--- config.mk ---
export PLATFORM = sky130hd
export DESIGN_NAME = reg_bank
export DESIGN_NICKNAME = d
export VERILOG_FILES = /design/src/rtl/reg_bank.sv
export SDC_FILE = /design/constraint.sdc
export NUM_CORES = 1
export LEC_CHECK = 0
export ABC_AREA = 1
export CELL_PAD_IN_SITES_DETAIL_PLACEMENT = 0
export CELL_PAD_IN_SITES_GLOBAL_PLACEMENT = 1
export CORE_MARGIN = 4
export CORE_UTILIZATION = 38
export DETAILED_ROUTE_END_ITERATION = 10
export PLACE_DENSITY = 0.88
export SETUP_SLACK_MARGIN = 0.4
export SYNTH_ARGS = -nofsm -noshare
export SYNTH_HDL_FRONTEND = slang
export SYNTH_SLANG_ARGS = --single-unit
export TNS_END_PERCENT = 10
--- constraint.sdc ---
create_clock -name clk -period 2.7 [get_ports clk]
set_clock_uncertainty 0.2 [all_clocks]
set_input_delay 0.54 -clock clk [delete_from_list [all_inputs] [get_ports clk]]
set_output_delay 0.54 -clock clk [all_outputs]
set_load 0.05 [all_outputs]
--- src/rtl/reg_bank.sv ---
// Register bank for a small accumulator CPU: eight 12-bit registers loaded from the
// shared bus, PC/AC/R1 increment and AC clear, a data-memory write strobe and a write status.
module reg_bank #(
  parameter int N = 17
) (
  input  logic         clk,
  input  logic         rst_n,
  input  logic [N-1:0] busin,
  input  logic         wr_valid,
  input  logic [3:0]   write_en,
  input  logic [3:0]   inc_en,
  output logic [11:0]  r1,
  output logic [11:0]  r2,
  output logic [11:0]  r3,
  output logic [11:0]  r4,
  output logic [11:0]  ir,
  output logic [11:0]  ac,
  output logic [11:0]  ar,
  output logic [11:0]  pc,
  output logic         dm_we,
  output logic [11:0]  dm_wdata,
  output logic         wr_done,
  output logic         wr_err
);

  // Handshake: wr_valid has no ready partner; the bank always accepts, so every edge
  // with wr_valid=1 is one write transaction, reported one cycle later on wr_done/wr_err.

  localparam logic [3:0] CODE_FIRST = 4'd4;
  localparam logic [3:0] CODE_LAST  = 4'd12;

  // One-hot destination: bit 0 = IR (code 4) ... bit 8 = DM (code 12).
  localparam int SEL_IR = 0;
  localparam int SEL_AC = 1;
  localparam int SEL_AR = 2;
  localparam int SEL_R1 = 3;
  localparam int SEL_R2 = 4;
  localparam int SEL_R3 = 5;
  localparam int SEL_R4 = 6;
  localparam int SEL_PC = 7;
  localparam int SEL_DM = 8;

  logic [11:0] wdata;
  logic        mapped;
  logic        accept;
  logic        reject;
  logic [8:0]  sel;

  assign wdata = busin[11:0];

  // Upper bus bits are deliberately dropped on every write.
  if (N > 12) begin : g_hi_bits
    logic unused_hi;
    assign unused_hi = ^busin[N-1:12];
  end

  always_comb begin
    sel    = '0;
    mapped = (write_en >= CODE_FIRST) && (write_en <= CODE_LAST);
    accept = wr_valid && mapped;
    reject = wr_valid && !mapped;
    if (accept) begin
      sel = 9'd1 << (write_en - CODE_FIRST);
    end
  end

  always_ff @(posedge clk or negedge rst_n) begin
    if (!rst_n) begin
      ir       <= '0;
      ac       <= '0;
      ar       <= '0;
      r1       <= '0;
      r2       <= '0;
      r3       <= '0;
      r4       <= '0;
      pc       <= '0;
      dm_we    <= 1'b0;
      dm_wdata <= '0;
      wr_done  <= 1'b0;
      wr_err   <= 1'b0;
    end else begin
      if (sel[SEL_IR]) ir <= wdata;
      if (sel[SEL_AR]) ar <= wdata;
      if (sel[SEL_R2]) r2 <= wdata;
      if (sel[SEL_R3]) r3 <= wdata;
      if (sel[SEL_R4]) r4 <= wdata;

      // Write beats clear, clear beats increment.
      if (sel[SEL_AC])     ac <= wdata;
      else if (inc_en[3])  ac <= '0;
      else if (inc_en[1])  ac <= ac + 12'd1;

      if (sel[SEL_PC])     pc <= wdata;
      else if (inc_en[0])  pc <= pc + 12'd1;

      if (sel[SEL_R1])     r1 <= wdata;
      else if (inc_en[2])  r1 <= r1 + 12'd1;

      dm_we <= sel[SEL_DM];
      if (sel[SEL_DM]) dm_wdata <= wdata;

      wr_done <= accept;
      wr_err  <= reject;
    end
  end

endmodule

==> Word level (Yosys, flattened, before mapping) <==
Cells that the tools add are included.
W data, S select, Z words.
{ "op_classes": {"addsub": 4, "order_cmp": 2, "shifts": 1, "mux": 8, "reduce_logical": 7} }
{ "op_table": {"columns": ["op", "count"], "rows": [
  ["$mux W12", 7],
  ["$add A12 B1 Y12 const B", 3],
  ["$mux W9", 1],
  ["$shl A1 B4 Y9 const A", 1],
  ["$ge A4 B3 Y1 const B", 1],
  ["$le A4 B4 Y1 const B", 1],
  ["$reduce_bool A2 Y1", 2],
  ["$sub A4 B3 Y4 const B", 1],
  ["$logic_and A1 B1 Y1", 3],
  ["$reduce_bool A3 Y1", 1],
  ["$logic_not A1 Y1", 1]
]} }
{ "word_totals": {"regBits": 111, "input_bits": 28, "output_inout_bits": 111, "wordCells": 34} }

==> Logic depth before layout (Yosys ltp) <==
Gate-level depths: netlist of run 1.
{ "depth": {"ltp_word": 5, "ltp_mapped": 11} }

==> Least setup slack after synthesis of run 1 <==
Ideal clock, no wire load.
{ "synth_path": {"path_kind": "input-to-reg", "startpoint": "in write_en[2]", "endpoint": "reg ac[5]", "t_arrival_ns": 1.793, "required_time_ns": 2.382, "path_slack_ns": 0.588, "cell_stages": 10, "n_path_buf": 1, "cell_sequence": "inv_1 > ha_1 > nand2_1 > nor2_1 > inv_1 > nor2_4 > buf_6 > o21ai_0 > nand2_1 > nand2_1"} }
{ "synth_via": {"elab_chain_len": 5} }
{ "synth_rtl": {"columns": ["item", "line", "rtl"], "rows": [
  ["start, declared", "10", "input logic [3:0] write_en,"],
  ["$ge A4 B3 Y1 or $le A4 B4 Y1 (tied branches)", "59", "mapped = (write_en >= CODE_FIRST) && (write_en <= CODE_LAST);"],
  ["$logic_and A1 B1 Y1", "59", null],
  ["$logic_and A1 B1 Y1", "60", "accept = wr_valid && mapped;"],
  ["$mux W9 *", "62", "if (accept) begin"],
  ["$reduce_bool A3 Y1 (no source line) or $mux W12 (tied branches)", null, null],
  ["end signal, assigned", "89", "if (sel[SEL_AC]) ac <= wdata;"],
  ["end signal, assigned", "91", "else if (inc_en[1]) ac <= ac + 12'd1;"],
  ["end, declared", "17", "output logic [11:0] ac,"]
]} }
Every way passes the cells marked *; elsewhere a longest branch is shown, timed or not.
A chain may end at the register's enable or synchronous reset.

==> Final worst setup path of run 1 <==
{ "layout_path": {"startpoint": "reg r1[0]", "endpoint": "out r1[0]"} }
{ "layout_rtl": {"columns": ["item", "line", "rtl"], "rows": [
  ["start, declared", "12", "output logic [11:0] r1,"],
  ["start signal, assigned", "96", "if (sel[SEL_R1]) r1 <= wdata;"],
  ["start signal, assigned", "97", "else if (inc_en[2]) r1 <= r1 + 12'd1;"]
]} }
No word-level cell between the ends.

==> reports/results.tsv, run 1 <==
stage	metric	value	unit
status	status	finished clean	
hold_path	hold depth	2	
sta	TNS Setup	0	ns
synth	register area share after synthesis	0.5387	
synth	cells after synthesis	628	
drt	Starting DRT DRC Count	340	
floorplanning	Top-Level Pins	139	
setup_path	Worst Setup End Kind	output port	
floorplanning	DIE WIDTH	124.5	µm
floorplanning	die area	0.01550	mm²
clock_network	setup bufs post-CTS	0	
power_and_ir_drop	VDD IR max	0.5454	mV
place	DP Worst Slack	0.07983	ns
synth	post-synth top area share	0.5387	
setup_path	Worst setup SP type	register	
sta	Rel. slew slack	0.6251	
sta	Final min period	2.377	ns
place	IO Port Bufs	133	
drt	drt drc	0	
clock_network	Clk Latency, worst-skew pair	0.35	ns
sta	Max Fclk	0.4207	GHz
sta	Final setup viols	0	
setup_path	CP max stage delay	0.84	ns
setup_path	CP required	1.96	ns
synth	Mapped Avg Cell Area	8.211	µm²
clock_network	Clock Path Buffers	2	
finish	Inserted Diodes	0	
sta	Slew @ Worst Pin	0.5606	ns
setup_path	CP Buf/Inv Count	1	
synth	warnings from Yosys	0	
global_routing	total gr overflow	0	
drt	Via density	4.967	
setup_path	Reg2Reg Depth	9	
drt	WL final	15540	µm
place	gpl congestion	0.8757	
finish	final-layout fill cell count	1204	
global_routing	initial antenna violation count	0	
finish	layout cells sized above 1	0.07554	
drt	Final ANT Viol Nets	0	
finish	Final Cell Area	0.007184	mm²
hold_path	Hold Crit Class	reg2reg	
place	dpl hpwl	11060	µm
power_and_ir_drop	PwrDens	993.2	mW/mm²
clock_network	Worst-path clk slew	0.07	ns
synth	syn_nets	661	
global_routing	global-route wire length before repair	24930	µm
synth	post-synth top area cell	dfrtp_1	
power_and_ir_drop	Cell Int Power	3.901	mW
global_routing	global-route usage over all layers	0.2035	
finish	Final #Nets	810	
synth	Synth Register Bits	111	
synth	ys flop type	dfrtp_1	
synth	Netlist cell types	30	
floorplanning	# rows	42	
synth	EDFF count, synth	0	
setup_path	r2r setup slk	0.97	ns
synth	Post-synth ARST share	1.000	
power_and_ir_drop	static leakage	3.345	nW
setup_path	Critical-path top delay cell	clkdlybuf4s50_1	
drt	via count	4753	
place	Placed Instance Area	0.006828	mm²
synth	most frequent cell after synthesis	nand2_1	
setup_path	CP Cell Sequence	clkdlybuf4s50_1	
finish	Core Util, Final	0.5425	
synth	Post-Syn Area	0.005156	mm²
sta	worst setup margin	0.3231	ns
setup_path	Critical Path Fanout Max	4	
finish	synthesis-to-layout area growth	39.34	%
global_routing	largest net degree at the start of global routing	37	
power_and_ir_drop	Switching Fraction	0.4533	
power_and_ir_drop	total power	7.135	mW
global_routing	number of global-route vias before repair	4615	
place	placed insts	940	
setup_path	WP data arrival	1.64	ns
floorplanning	Die Span Y	124.5	µm
clock_network	CTS buffer count	9	
synth	Area contributors post-synth	dfrtp_1 54%, nand2_1 14%, nor2_1 5.6%	
hold_path	Worst Min Path Start	r3[6]	
sta	RSZ-0062 raised after global routing	true	
clock_network	CTS sink count	111	
sta	final hold vios	0	
floorplanning	initial core utilization	0.3894	
setup_path	Worst R2R Start	ac[0]	
clock_network	H-tree levels	3	
synth	most common library cells after synthesis	195 x nand2_1, 111 x dfrtp_1, 77 x nor2_1	
setup_path	Setup CP Type	reg2out	
sta	fin crit share	0.8803	
power_and_ir_drop	logic gate share of total power	0.464	
job	MaxCap Viol Count	0	
power_and_ir_drop	Flop pwr share	0.347	
drt	drt wl/cell	16.24	µm
clock_network	CTS tree	done	
finish	Final Non-Filler Cells	957	
power_and_ir_drop	Clk pwr share	0.189	
sta	smallest hold slack	0.2918	ns
clock_network	Root Buffer	clkbuf_16	
hold_path	Hold Path Sink	r3[6]	
floorplanning	core area	0.01324	mm²
setup_path	critical path's top delay family	buffers and inverters	
sta	final slew viol count	0	
drt	DRT Pass-1 Iters	7	
setup_path	R2R Path End	ac[8]	
power_and_ir_drop	Psw	3.235	mW
[power groups by stage]
stage                     clock network, mW  logic, mW  registers [mW]
after floorplan                           0      0.594            3.98
after global placement                    0       3.29            2.48
after detailed placement                  0       3.33            2.49
after CTS                              1.38       3.33            2.47
after global routing                   1.45       3.49            2.54
final                                  1.35       3.31            2.48
[cells in the final DEF (no fill, tap or decap), types with 2 or more instances in the layout]
master           instances
a21oi_1                 37
buf_12                   5
buf_4                   19
clkbuf_16               10
clkdlybuf4s50_1        124
dfrtp_1                111
dlygate4sd2_1            4
dlymetal6s2s_1           4
ha_1                     5
inv_1                   38
inv_2                    6
nand2_1                195
nand2_2                  2
nand3_1                 49
nand4_1                  2
nor2_1                  76
nor2_2                   2
nor2_4                   4
nor3_1                   5
o21ai_0                 27
o21ai_1                 21
o21bai_1                 3
xnor2_1                  6
xor2_1                  10
[sequential cells by signal (all words and copies together) (netlist names)]
register	flops
ac	12
ar	12
dm_wdata	12
ir	12
pc	12
r1	12
r2	12
r3	12
r4	12
dm_we	1
wr_done	1
wr_err	1
[area by class of cell]
cell class,instances,area (µm²),area share
Multi-Input combinational cell,452,2118,0.2948
Timing Repair Buffer,158,1604,0.2233
Inverter,45,168.9,0.02351
Tap cell,176,220.2,0.03065
Clock inverter,5,66.31,0.009230
Sequential cell,111,2778,0.3866
Clock buffer,10,229.0,0.03187
[cell families after synthesis]
logic type / after synthesis / synth area share
AO/OA/AOI/OAI: 89 / 0.08833
adder cells (fa/ha/maj): 5 / 0.01213
buffers and inverters: 65 / 0.05460
XOR/XNOR: 16 / 0.02718
AND/OR/NAND/NOR: 342 / 0.2791
flip-flops: 111 / 0.5387
[layer usage]
layer	vias to the layer above	global-route usage	part of all wire
li1	2310	-	-
met1	2225	0.2699	0.44
met2	187	0.3120	0.46
met3	31	0.05317	0.071
met4	0	0.09478	0.032
met5	-	0	0
[worst max path at each step]
stage | slack [ns] | startpoint | to | cells after the start
floorplan | 0.59 | write_en[2] | ac[5] | 10
global placement | 0.11 | write_en[2] | ac[6] | 10
detailed placement | 0.08 | write_en[2] | ac[4] | 10
CTS | 0.29 | r1[7] | r1[7] | 1
global route | 0.28 | ac[9] | ac[9] | 1
finish | 0.32 | r1[0] | r1[0] | 1
[what timing repair did]
| action | CTS | global route |
|---|---|---|
| endpoints found under the setup margin | 43 | 110 |
| hold endpoints to repair | 33 | 0 |
| pin swaps | 0 | 2 |
| cloned | 0 | 1 |
| hold buffers | 1 | 0 |
| resized for setup | 4 | 9 |
Power figures use the tool's default switching activity.
==> run 2, diff against run 1 <==
--- a/config.mk
+++ b/config.mk
@@ -8,6 +8,7 @@
 export ABC_AREA = 1
 export CELL_PAD_IN_SITES_DETAIL_PLACEMENT = 0
 export CELL_PAD_IN_SITES_GLOBAL_PLACEMENT = 1
+export CORE_ASPECT_RATIO = 1.5
 export CORE_MARGIN = 4
 export CORE_UTILIZATION = 38
 export DETAILED_ROUTE_END_ITERATION = 10
==> reports/results.tsv, run 2 (synthesized netlist as in run 1, its figures left out) <==
stage	metric	value	unit	change
power_and_ir_drop	Cell Int Power	3.838	mW	-1.6%
sta	worst setup margin	0.3385	ns	+0.01542 ns
setup_path	CP Cell Sequence	clkdlybuf4s50_1		
setup_path	Worst Setup End Kind	output port		
job	MaxCap Viol Count	0		unchanged
clock_network	Root Buffer	clkbuf_16		
setup_path	CP Buf/Inv Count	1		unchanged
floorplanning	# rows	51		+21%
finish	commonest non-fill, non-tap cell in the layout	nand2_1		
power_and_ir_drop	Flop pwr share	0.346		about the same
drt	drt drc	0		unchanged
floorplanning	initial core utilization	0.3923		+0.002891
place	IO Port Bufs	133		unchanged
finish	Inserted Diodes	0		unchanged
drt	Via density	4.983		+0.33%
clock_network	Clk Latency, worst-skew pair	0.35	ns	about the same
sta	final slew viol count	0		unchanged
sta	fin crit share	0.8746		-0.005710
floorplanning	Top-Level Pins	139		unchanged
sta	TNS Setup	0	ns	unchanged
place	gpl congestion	0.8462		-3.4%
finish	synthesis-to-layout area growth	39.36	%	about the same
drt	DRT Pass-1 Iters	5		-2
clock_network	Clock Path Buffers	2		unchanged
finish	commonest non-fill, non-tap cells in the layout	194 x nand2_1, 123 x clkdlybuf4s50_1, 111 x dfrtp_1		
sta	Max Fclk	0.4235	GHz	+0.65%
clock_network	H-tree levels	3		unchanged
status	status	finished clean		
power_and_ir_drop	Clk pwr share	0.189		about the same
floorplanning	DIE WIDTH	103.1	µm	-17%
clock_network	CTS tree	done		
setup_path	CP max stage delay	0.84	ns	about the same
setup_path	Worst setup SP type	register		
sta	Final min period	2.361	ns	-0.01542 ns
sta	Rel. slew slack	0.5936		-0.03153
finish	Final Cell Area	0.007186	mm²	about the same
place	DP Worst Slack	0.07522	ns	-0.004609 ns
finish	final-layout fill cell count	1239		+2.9%
power_and_ir_drop	static leakage	3.369	nW	+0.70%
setup_path	Critical Path Fanout Max	6		+2
floorplanning	core area	0.01315	mm²	-0.74%
power_and_ir_drop	Switching Fraction	0.4623		+0.008956
drt	Starting DRT DRC Count	213		-37%
clock_network	CTS buffer count	9		unchanged
floorplanning	Die Span Y	150.7	µm	+21%
place	placed insts	924		-1.7%
setup_path	critical path's top delay family	buffers and inverters		
finish	Core Util, Final	0.5466		+0.004123
drt	Final ANT Viol Nets	0		unchanged
power_and_ir_drop	total power	7.138	mW	about the same
power_and_ir_drop	logic gate share of total power	0.465		about the same
finish	Final #Nets	810		unchanged
floorplanning	die area	0.01554	mm²	+0.25%
setup_path	CP required	1.96	ns	about the same
sta	smallest hold slack	0.003111	ns	-0.2887 ns
clock_network	Worst-path clk slew	0.08	ns	about the same
sta	Slew @ Worst Pin	0.6096	ns	+0.04905 ns
hold_path	Hold Crit Class	in2async		
power_and_ir_drop	PwrDens	993.4	mW/mm²	about the same
finish	Storage cell area	0.002778	mm²	unchanged
setup_path	WP data arrival	1.62	ns	-0.02 ns
place	dpl hpwl	11240	µm	+1.6%
global_routing	total gr overflow	0		unchanged
clock_network	Hold-fix buffers, CTS	0		-1
place	Placed Instance Area	0.006839	mm²	+0.16%
sta	RSZ-0062 raised after global routing	true		
global_routing	initial antenna violation count	0		unchanged
global_routing	largest net degree at the start of global routing	44		+19%
clock_network	CTS sink count	111		unchanged
power_and_ir_drop	Psw	3.300	mW	+2.0%
drt	drt wl/cell	16.30	µm	+0.38%
setup_path	Critical-path top delay cell	clkdlybuf4s50_1		
drt	via count	4689		-1.3%
global_routing	global-route wire length before repair	24230	µm	-2.8%
finish	Multi-input gate area	0.002121	mm²	+0.12%
finish	layout cells sized above 1	0.07928		+0.003740
sta	Final setup viols	0		unchanged
finish	Final Non-Filler Cells	941		-1.7%
drt	WL final	15340	µm	-1.3%
power_and_ir_drop	VDD IR max	0.7401	mV	+36%
global_routing	number of global-route vias before repair	4604		-0.24%
sta	final hold vios	0		unchanged
setup_path	Setup CP Type	reg2out		
global_routing	global-route usage over all layers	0.2038		+0.0003395
-- run 2: cell types whose count changed in the layout (fill, tap and decap cells not counted), sizes merged --
cell / previous run / this run
buf: 24 / 26
bufinv: 1 / 0
clkbuf: 11 / 9
clkdlybuf4s50: 124 / 123
clkinv: 2 / 3
dlygate4sd3: 1 / 0
dlymetal6s2s: 4 / 5
inv: 46 / 48
-- run 2: final timing paths --
check / cells past startpoint / endpoint / slack [ns] / from
setup / recovery: 1 / pc[8] / 0.34 / pc[8]
max in group asynchronous: 2 / ar[3] / 1.68 / rst_n
setup reg to reg: 7 / r1[10] / 0.95 / r1[0]
min in group clk: 2 / r4[5] / 0.30 / r4[5]
hold reg to reg: 2 / r4[5] / 0.30 / r4[5]
hold / removal: 1 / ac[5] / 0.003 / rst_n
-- run 2: power by group through the flow --
stage	Sequential [mW]	Clock [mW]	Combinational, mW
final	2.47	1.35	3.32
after global routing	2.54	1.46	3.51
after CTS	2.47	1.39	3.34
after detailed placement	2.49	0	3.34
after global placement	2.47	0	3.30
after floorplan	3.98	0	0.594
-- run 2: final cells by class --
type,instances,area share
Sequential cell,111,0.3866
Multi-Input combinational cell,452,0.2951
Timing Repair Buffer,158,0.2243
Clock buffer,9,0.03134
Tap cell,159,0.02769
Inverter,45,0.02351
Clock inverter,7,0.01149
-- run 2: repair_timing --
item                                    in CTS  in global routing
setup buffers                                0                  1
resized for setup                            4                 10
endpoints found under the setup margin      49                133
pin swaps                                    0                  3
-- run 2: per-layer routing --
metal  wire (µm)  GRT usage  share of wire  up-vias
li1            -          -              -     2298
met5           0          0              0        -
met1        6107     0.2631           0.40     2209
met2        7642     0.3290           0.50      149
met4         590    0.08684          0.038        0
met3         998    0.04172          0.065       33
==> run 3, diff against run 2 <==
--- a/config.mk
+++ b/config.mk
@@ -11,6 +11,7 @@
 export CORE_ASPECT_RATIO = 1.5
 export CORE_MARGIN = 4
 export CORE_UTILIZATION = 38
+export CTS_CLUSTER_DIAMETER = 30
 export DETAILED_ROUTE_END_ITERATION = 10
 export PLACE_DENSITY = 0.88
 export SETUP_SLACK_MARGIN = 0.4
==> results of run 3 <==
Final layout, timing and power as in run 2 (identical DEF).
